File: config.mk
export PLATFORM = sky130hd
export DESIGN_NAME = stat_seq_pipe
export DESIGN_NICKNAME = d
export VERILOG_FILES = /design/src/rtl/stat_seq_pipe.sv
export SDC_FILE = /design/constraint.sdc
export NUM_CORES = 1
export LEC_CHECK = 0
export ABC_CLOCK_PERIOD_IN_PS = 4050
export BUFFER_PORTS_ARGS = -buffer_cell sky130_fd_sc_hd__clkbuf_2
export CORE_MARGIN = 4
export CORE_UTILIZATION = 58
export DETAILED_ROUTE_END_ITERATION = 12
export PLACE_DENSITY = 0.85
export SYNTH_ARGS = -nofsm -noshare
export SYNTH_HDL_FRONTEND = slang
export SYNTH_SLANG_ARGS = --single-unit
File: constraint.sdc
create_clock -name clk -period 4.05 [get_ports clk]
set_input_delay 0.6075 -clock clk [delete_from_list [all_inputs] [get_ports clk]]
set_output_delay 0.6075 -clock clk [all_outputs]
set_load 0.02 [all_outputs]
File: src/rtl/stat_seq_pipe.sv
// Pipelined synthetic logic cloud: WIDTH-bit words pass through STAGES registered layers of L(x).
// Latency: STAGES cycles from input accept to out_valid, one word per cycle when unstalled.
// Backpressure: global stall, in_ready = !out_valid || out_ready, bubbles are not collapsed.
//
// Ports:
//   clk, rst_n           clock, asynchronous active-low reset
//   in_valid/in_ready    input handshake, in_data is the input word
//   out_valid/out_ready  output handshake, out_data is the last stage register
//   sig_clr              synchronous clear of sig and txn_count, wins over a same-cycle delivery
//   sig                  running signature: sig = rotl(sig,1) ^ out_data on each delivery
//   txn_count            delivered-word counter, wraps modulo 2^CNT_W
module stat_seq_pipe #(
  parameter int WIDTH  = 8,
  parameter int STAGES = 2,
  parameter int CNT_W  = 16
) (
  input  logic             clk,
  input  logic             rst_n,
  input  logic             in_valid,
  output logic             in_ready,
  input  logic [WIDTH-1:0] in_data,
  output logic             out_valid,
  input  logic             out_ready,
  output logic [WIDTH-1:0] out_data,
  input  logic             sig_clr,
  output logic [WIDTH-1:0] sig,
  output logic [CNT_W-1:0] txn_count
);

  // One gate layer: c[i] = x[i] ^ (~x[i+1] & x[i+2]) with wrap-around
  // indices, then rotate the result left by one.
  function automatic logic [WIDTH-1:0] layer(input logic [WIDTH-1:0] x);
    logic [WIDTH-1:0] c;
    c = '0;
    for (int i = 0; i < WIDTH; i++) begin
      c[i] = x[i] ^ (~x[(i + 1) % WIDTH] & x[(i + 2) % WIDTH]);
    end
    return {c[WIDTH-2:0], c[WIDTH-1]};
  endfunction

  logic [WIDTH-1:0]  d [STAGES];
  logic [STAGES-1:0] v;
  logic              advance;
  logic              deliver;

  // Whole pipeline moves together; only the last stage's occupancy can block it.
  assign advance   = ~v[STAGES-1] | out_ready;
  assign in_ready  = advance;
  assign out_valid = v[STAGES-1];
  assign out_data  = d[STAGES-1];
  assign deliver   = out_valid & out_ready;

  always_ff @(posedge clk or negedge rst_n) begin
    if (!rst_n) begin
      v <= '0;
      for (int k = 0; k < STAGES; k++) begin
        d[k] <= '0;
      end
    end else if (advance) begin
      d[0] <= layer(in_data);
      v[0] <= in_valid;
      for (int k = 1; k < STAGES; k++) begin
        d[k] <= layer(d[k-1]);
        v[k] <= v[k-1];
      end
    end
  end

  // Clear takes priority: a delivery in the same cycle still leaves the
  // pipeline but is neither compacted nor counted.
  always_ff @(posedge clk or negedge rst_n) begin
    if (!rst_n) begin
      sig       <= '0;
      txn_count <= '0;
    end else if (sig_clr) begin
      sig       <= '0;
      txn_count <= '0;
    end else if (deliver) begin
      sig       <= {sig[WIDTH-2:0], sig[WIDTH-1]} ^ out_data;
      txn_count <= txn_count + CNT_W'(1);
    end
  end

endmodule

# ---- Yosys cells after proc, flatten, opt, wreduce, memory -nomap -nowiden
# Cells that the tools add are included.
dict set report totals {
  regBits 42
  input_bits 13
  out_inout_bits 34
  wordCells 63
}
dict set report classes {
  n_addsub 1
  mux 4
  bitwise 52
  n_reduce_logical 1
}
# op count
set op_table {}
lappend op_table {{two-way mux 16 bit} 2}
lappend op_table {{AND 1 bit} 17}
lappend op_table {{inverter 1 bit} 17}
lappend op_table {{adder 16 x 1 -> 16 bit (second input constant)} 1}
lappend op_table {{two-way mux 8 bit} 2}
lappend op_table {{bitwise XOR 1 bit} 16}
lappend op_table {{bitwise XOR 8 bit} 1}
lappend op_table {{nonzero test 2 bit} 1}
lappend op_table {{OR 1 bit} 1}

# ---- Longest topological paths before layout
dict set report depth {
  ltp_word 3
  ltp_mapped 5
  ltp_nobuf 5
}

# ---- Worst setup path before layout
# No wires, ideal clock.
dict set report synth_timing {
  kind {input-to-output}
  startpoint {in out_ready}
  endpoint {out in_ready}
  arrival_ns 1.348
  t_required_ns 3.442
  path_slack_ns 2.094
  stages 4
  n_path_buf 2
  cell_sequence {nor2b_1 > clkbuf_1 > clkbuf_1 > inv_1}
}
dict set report synth_via {
  elab_chain_len 1
}
# item line
set synth_lines {}
lappend synth_lines {{from (decl)} 23} ;# input logic out_ready,
lappend synth_lines {{OR 1 bit} 47} ;# assign advance = ~v[STAGES-1] | out_ready;
lappend synth_lines {{to (decl)} 20} ;# output logic in_ready,
# Every way passes these cells.

# ---- Worst setup path after layout
dict set report layout_timing {
  startpoint {in out_ready}
  endpoint {reg txn_count[13]}
}
dict set report layout_via {
  elab_chain_len 2
}
# item line
set layout_lines {}
lappend layout_lines {{AND 1 bit} 51} ;# assign deliver = out_valid & out_ready;
lappend layout_lines {{nonzero test 2 bit (no line)} --}
lappend layout_lines {{to (signal assigned)} 80} ;# txn_count <= txn_count + CNT_W'(1);
lappend layout_lines {{to (decl)} 27} ;# output logic [CNT_W-1:0] txn_count
# Every way passes these cells.
# A chain may end at the register's enable or synchronous reset.

==> run metrics <==
average via count per standard cell=5.23; Critical Path RT=4.23 ns; number of buffer cells added on primary ports=46; gpl congestion=0.841; critical path fanouts, max=22; Initial DRC Count=52; clock skew=0.00458 ns; final routed wirelength across all metal layers=approximately 4 mm; synthesized-area fraction occupied by and/or/nand/nor cells=0.210; flops & latches, synth=42; largest family of logic cells by synthesized area=simple AND/OR/NAND/NOR gates; placement row count=21; xor/xnor cell area share of the yosys netlist=0.144; Syn Std Cell Area=2130 um2; largest net degree at the start of global routing=43; HPWL reported at the end of detailed placement=2.87 mm; Post-CTS Hold Buffers=0; max frequency=between 0.4 and 0.5 GHz; post-synthesis cell type count=29; maximum capacitance violations=0; Pleak=0.00106 uW; Die ar.=4710 um2; worst vdd ir=226 uV; starting density of the core=0.619; number of nets at the end of the flow=271; Synth Area in Compound Gates=0.0874; vias in the first global route=1395; setup TNS after final layout=0 ns; unrepaired setup endpoints after global routing=no; cell total after placement=296; insertion delay to the later sink of the worst-skew pair=0.29 ns; number of hold violations in the final report=0; endpoint type of the worst setup path=register; count of antenna-violating nets left after detailed routing=0; Cell Chain, Critical Path=clkbuf_2 > and2_1 > o21ai_0 > nor4_1 > mux2_2; Synth warnings=0; category of the critical setup timing path=input pin to register; cell chosen for the clock root=sky130_fd_sc_hd__clkbuf_8; commonest non-fill, non-tap cells in the layout=sky130_fd_sc_hd__clkbuf_2 (46), sky130_fd_sc_hd__dfrtp_1 (42), sky130_fd_sc_hd__xnor2_1 (32); cell class contributing the biggest share of worst-path delay=simple AND/OR/NAND/NOR gates; pwr/cell area=between 400 and 500 nW/um2; number of I/O pins=47; Antenna diodes=0; data arrival time of the worst path=2.23 ns; global-route wire length before repair=6.39 mm; mux cell area share after synthesis=0.0106; Max stage delay on crit path=0.57 ns; via total after detailed routing=1589; remaining design rule violation count=0; number of levels the H-tree was split into=2; number of gates resized after cts=0; PnR worst setup slack=2.00 ns; TritonRoute pass-1 iters=6; synthesized netlist net count=234; commonest non-fill, non-tap cell in the layout=sky130_fd_sc_hd__clkbuf_2; sort of element at the start of the critical path=input pin; post-synthesis to final-layout area growth=13.8%; Finished Core Util=0.705; status=finished clean; standard cell area after detailed placement=around 2300 um2; number of buffers created by CTS=5; CTS sink cnt=42; part of the Yosys area used for sequential elements=0.493; buffers inserted during post-CTS setup optimization=0; class of the most critical hold timing path=input pin to async pin; final routed wire length divided by cell count=12.8 um; number of cells produced by synthesis=between 200 and 250; fraction of the cycle the final worst path needs=0.507; TritonCTS clock tree=yes; total count of max-transition violations in the final report=0; gr ovfl total=0; number of buffers on the longest clock path=2; mean area per synthesized cell=9.69 um2; Crit-path slowest cell=sky130_fd_sc_hd__and2_1; minimum clock period after layout=2.05 ns; initial antenna violation count=0; share of layout cells above drive strength 1=0.240; post-route design area=2430 um2; placeable core region=between 3000 and 4000 um2; slew of the pin with the lowest slew margin=approximately 1.0 ns; final instance count without filler cells=304; max-slew headroom at the worst pin=0.333; worst slack at placement=about 1.7 ns; clock slew seen by the registers of the worst setup and hold paths=0.07 ns; Post-Synth Adder-Cell Area=0.00587; Final setup viols=0; Die Height=68.6 um; CP Buf/Inv Count=1; Total Routing Usage GR=0.185; Die X-Extent=68.6 um
## through the flow
step	hold slack (ns)	total power (uW)
finish	0.468	1070
detailed placement	0.456	802
CTS	0.473	1080
global placement	0.452	793
global route	0.491	1130
floorplan	0.312	752
## report_power, final
| part | total (uW) | switching, uW | internal (uW) | leakage, uW |
|---|---|---|---|---|
| logic | 255 | 144 | 111 | 0.000470 |
| registers | 534 | 59.1 | 475 | 0.000544 |
| clock network | 276 | 139 | 137 | 0.0000482 |
## per-layer routing
layer  wire, um  global-route usage  vias up
met1       1740               0.234      741
met5          0                   0        -
met3        214              0.0502        7
met4         79              0.0893        0
li1           -                   -      803
met2       1870               0.292       38
## logic make-up (layout without fill, tap and decap cells)
family,count (synthesis),in the layout
XOR/XNOR,35,35
AND/OR/NAND/NOR,88,88
AO/OA/AOI/OAI,32,32
adder cells (fa/ha/maj),1,1
flip-flops,42,42
buffers and inverters,20,58
multiplexers,2,2
## path summary, 6_finish.rpt
check | startpoint | endpoint | slack [ns] | cells after the start
worst max-delay path | out_ready | txn_count[13] | 2.00 | 5
worst max register to register | v[1] | txn_count[13] | 2.02 | 4
min in group clk | v[0] | v[1] | 0.47 | 1
worst min-delay path | rst_n | d[12] | 0.47 | 1
worst min register to register | v[0] | v[1] | 0.47 | 1
max in group asynchronous | rst_n | txn_count[15] | 2.96 | 1
## area by class of cell
| cell class | instances | area (um2) |
|---|---|---|
| Fill cell | 280 | 1010 |
| Sequential cell | 42 | 1050 |
| Inverter | 3 | 11.3 |
| Tap cell | 46 | 57.6 |
| Multi-Input combinational cell | 158 | 978 |
| Clock buffer | 7 | 86.3 |
| Clock inverter | 1 | 5.00 |
| Timing Repair Buffer | 47 | 238 |
## Yosys cell counts
cell type	number	area share
sky130_fd_sc_hd__nor4_1	5	0.015
sky130_fd_sc_hd__and2_1	1	0.0029
sky130_fd_sc_hd__nand2_1	24	0.042
sky130_fd_sc_hd__mux2_2	2	0.011
sky130_fd_sc_hd__xor2_1	3	0.012
sky130_fd_sc_hd__xnor2_1	32	0.13
sky130_fd_sc_hd__a211oi_1	8	0.028
sky130_fd_sc_hd__ha_1	1	0.0059
sky130_fd_sc_hd__or2_2	1	0.0029
sky130_fd_sc_hd__clkbuf_1	9	0.016
sky130_fd_sc_hd__nand4_4	1	0.010
sky130_fd_sc_hd__dfrtp_1	42	0.49
sky130_fd_sc_hd__inv_1	3	0.0053
sky130_fd_sc_hd__nor2b_1	18	0.053
sky130_fd_sc_hd__nand4_1	3	0.0088
sky130_fd_sc_hd__or3_2	1	0.0035
sky130_fd_sc_hd__or2_0	1	0.0029
sky130_fd_sc_hd__a31o_2	1	0.0041
sky130_fd_sc_hd__and3_2	1	0.0035
sky130_fd_sc_hd__a21oi_1	4	0.0094
sky130_fd_sc_hd__o21ai_0	18	0.042
sky130_fd_sc_hd__and4_1	1	0.0041
sky130_fd_sc_hd__nor2_1	22	0.039
sky130_fd_sc_hd__o31ai_1	1	0.0035
sky130_fd_sc_hd__nor3_1	3	0.0070
sky130_fd_sc_hd__nand3_1	4	0.0094
sky130_fd_sc_hd__nand2b_1	1	0.0029
sky130_fd_sc_hd__or4_1	1	0.0035
sky130_fd_sc_hd__buf_4	8	0.028
## state kept, by name (all words and copies together), names as in the netlist
signal,count
txn_count,16
d,8
out_data,8
sig,8
v,2
Power figures use the tool's default switching activity.
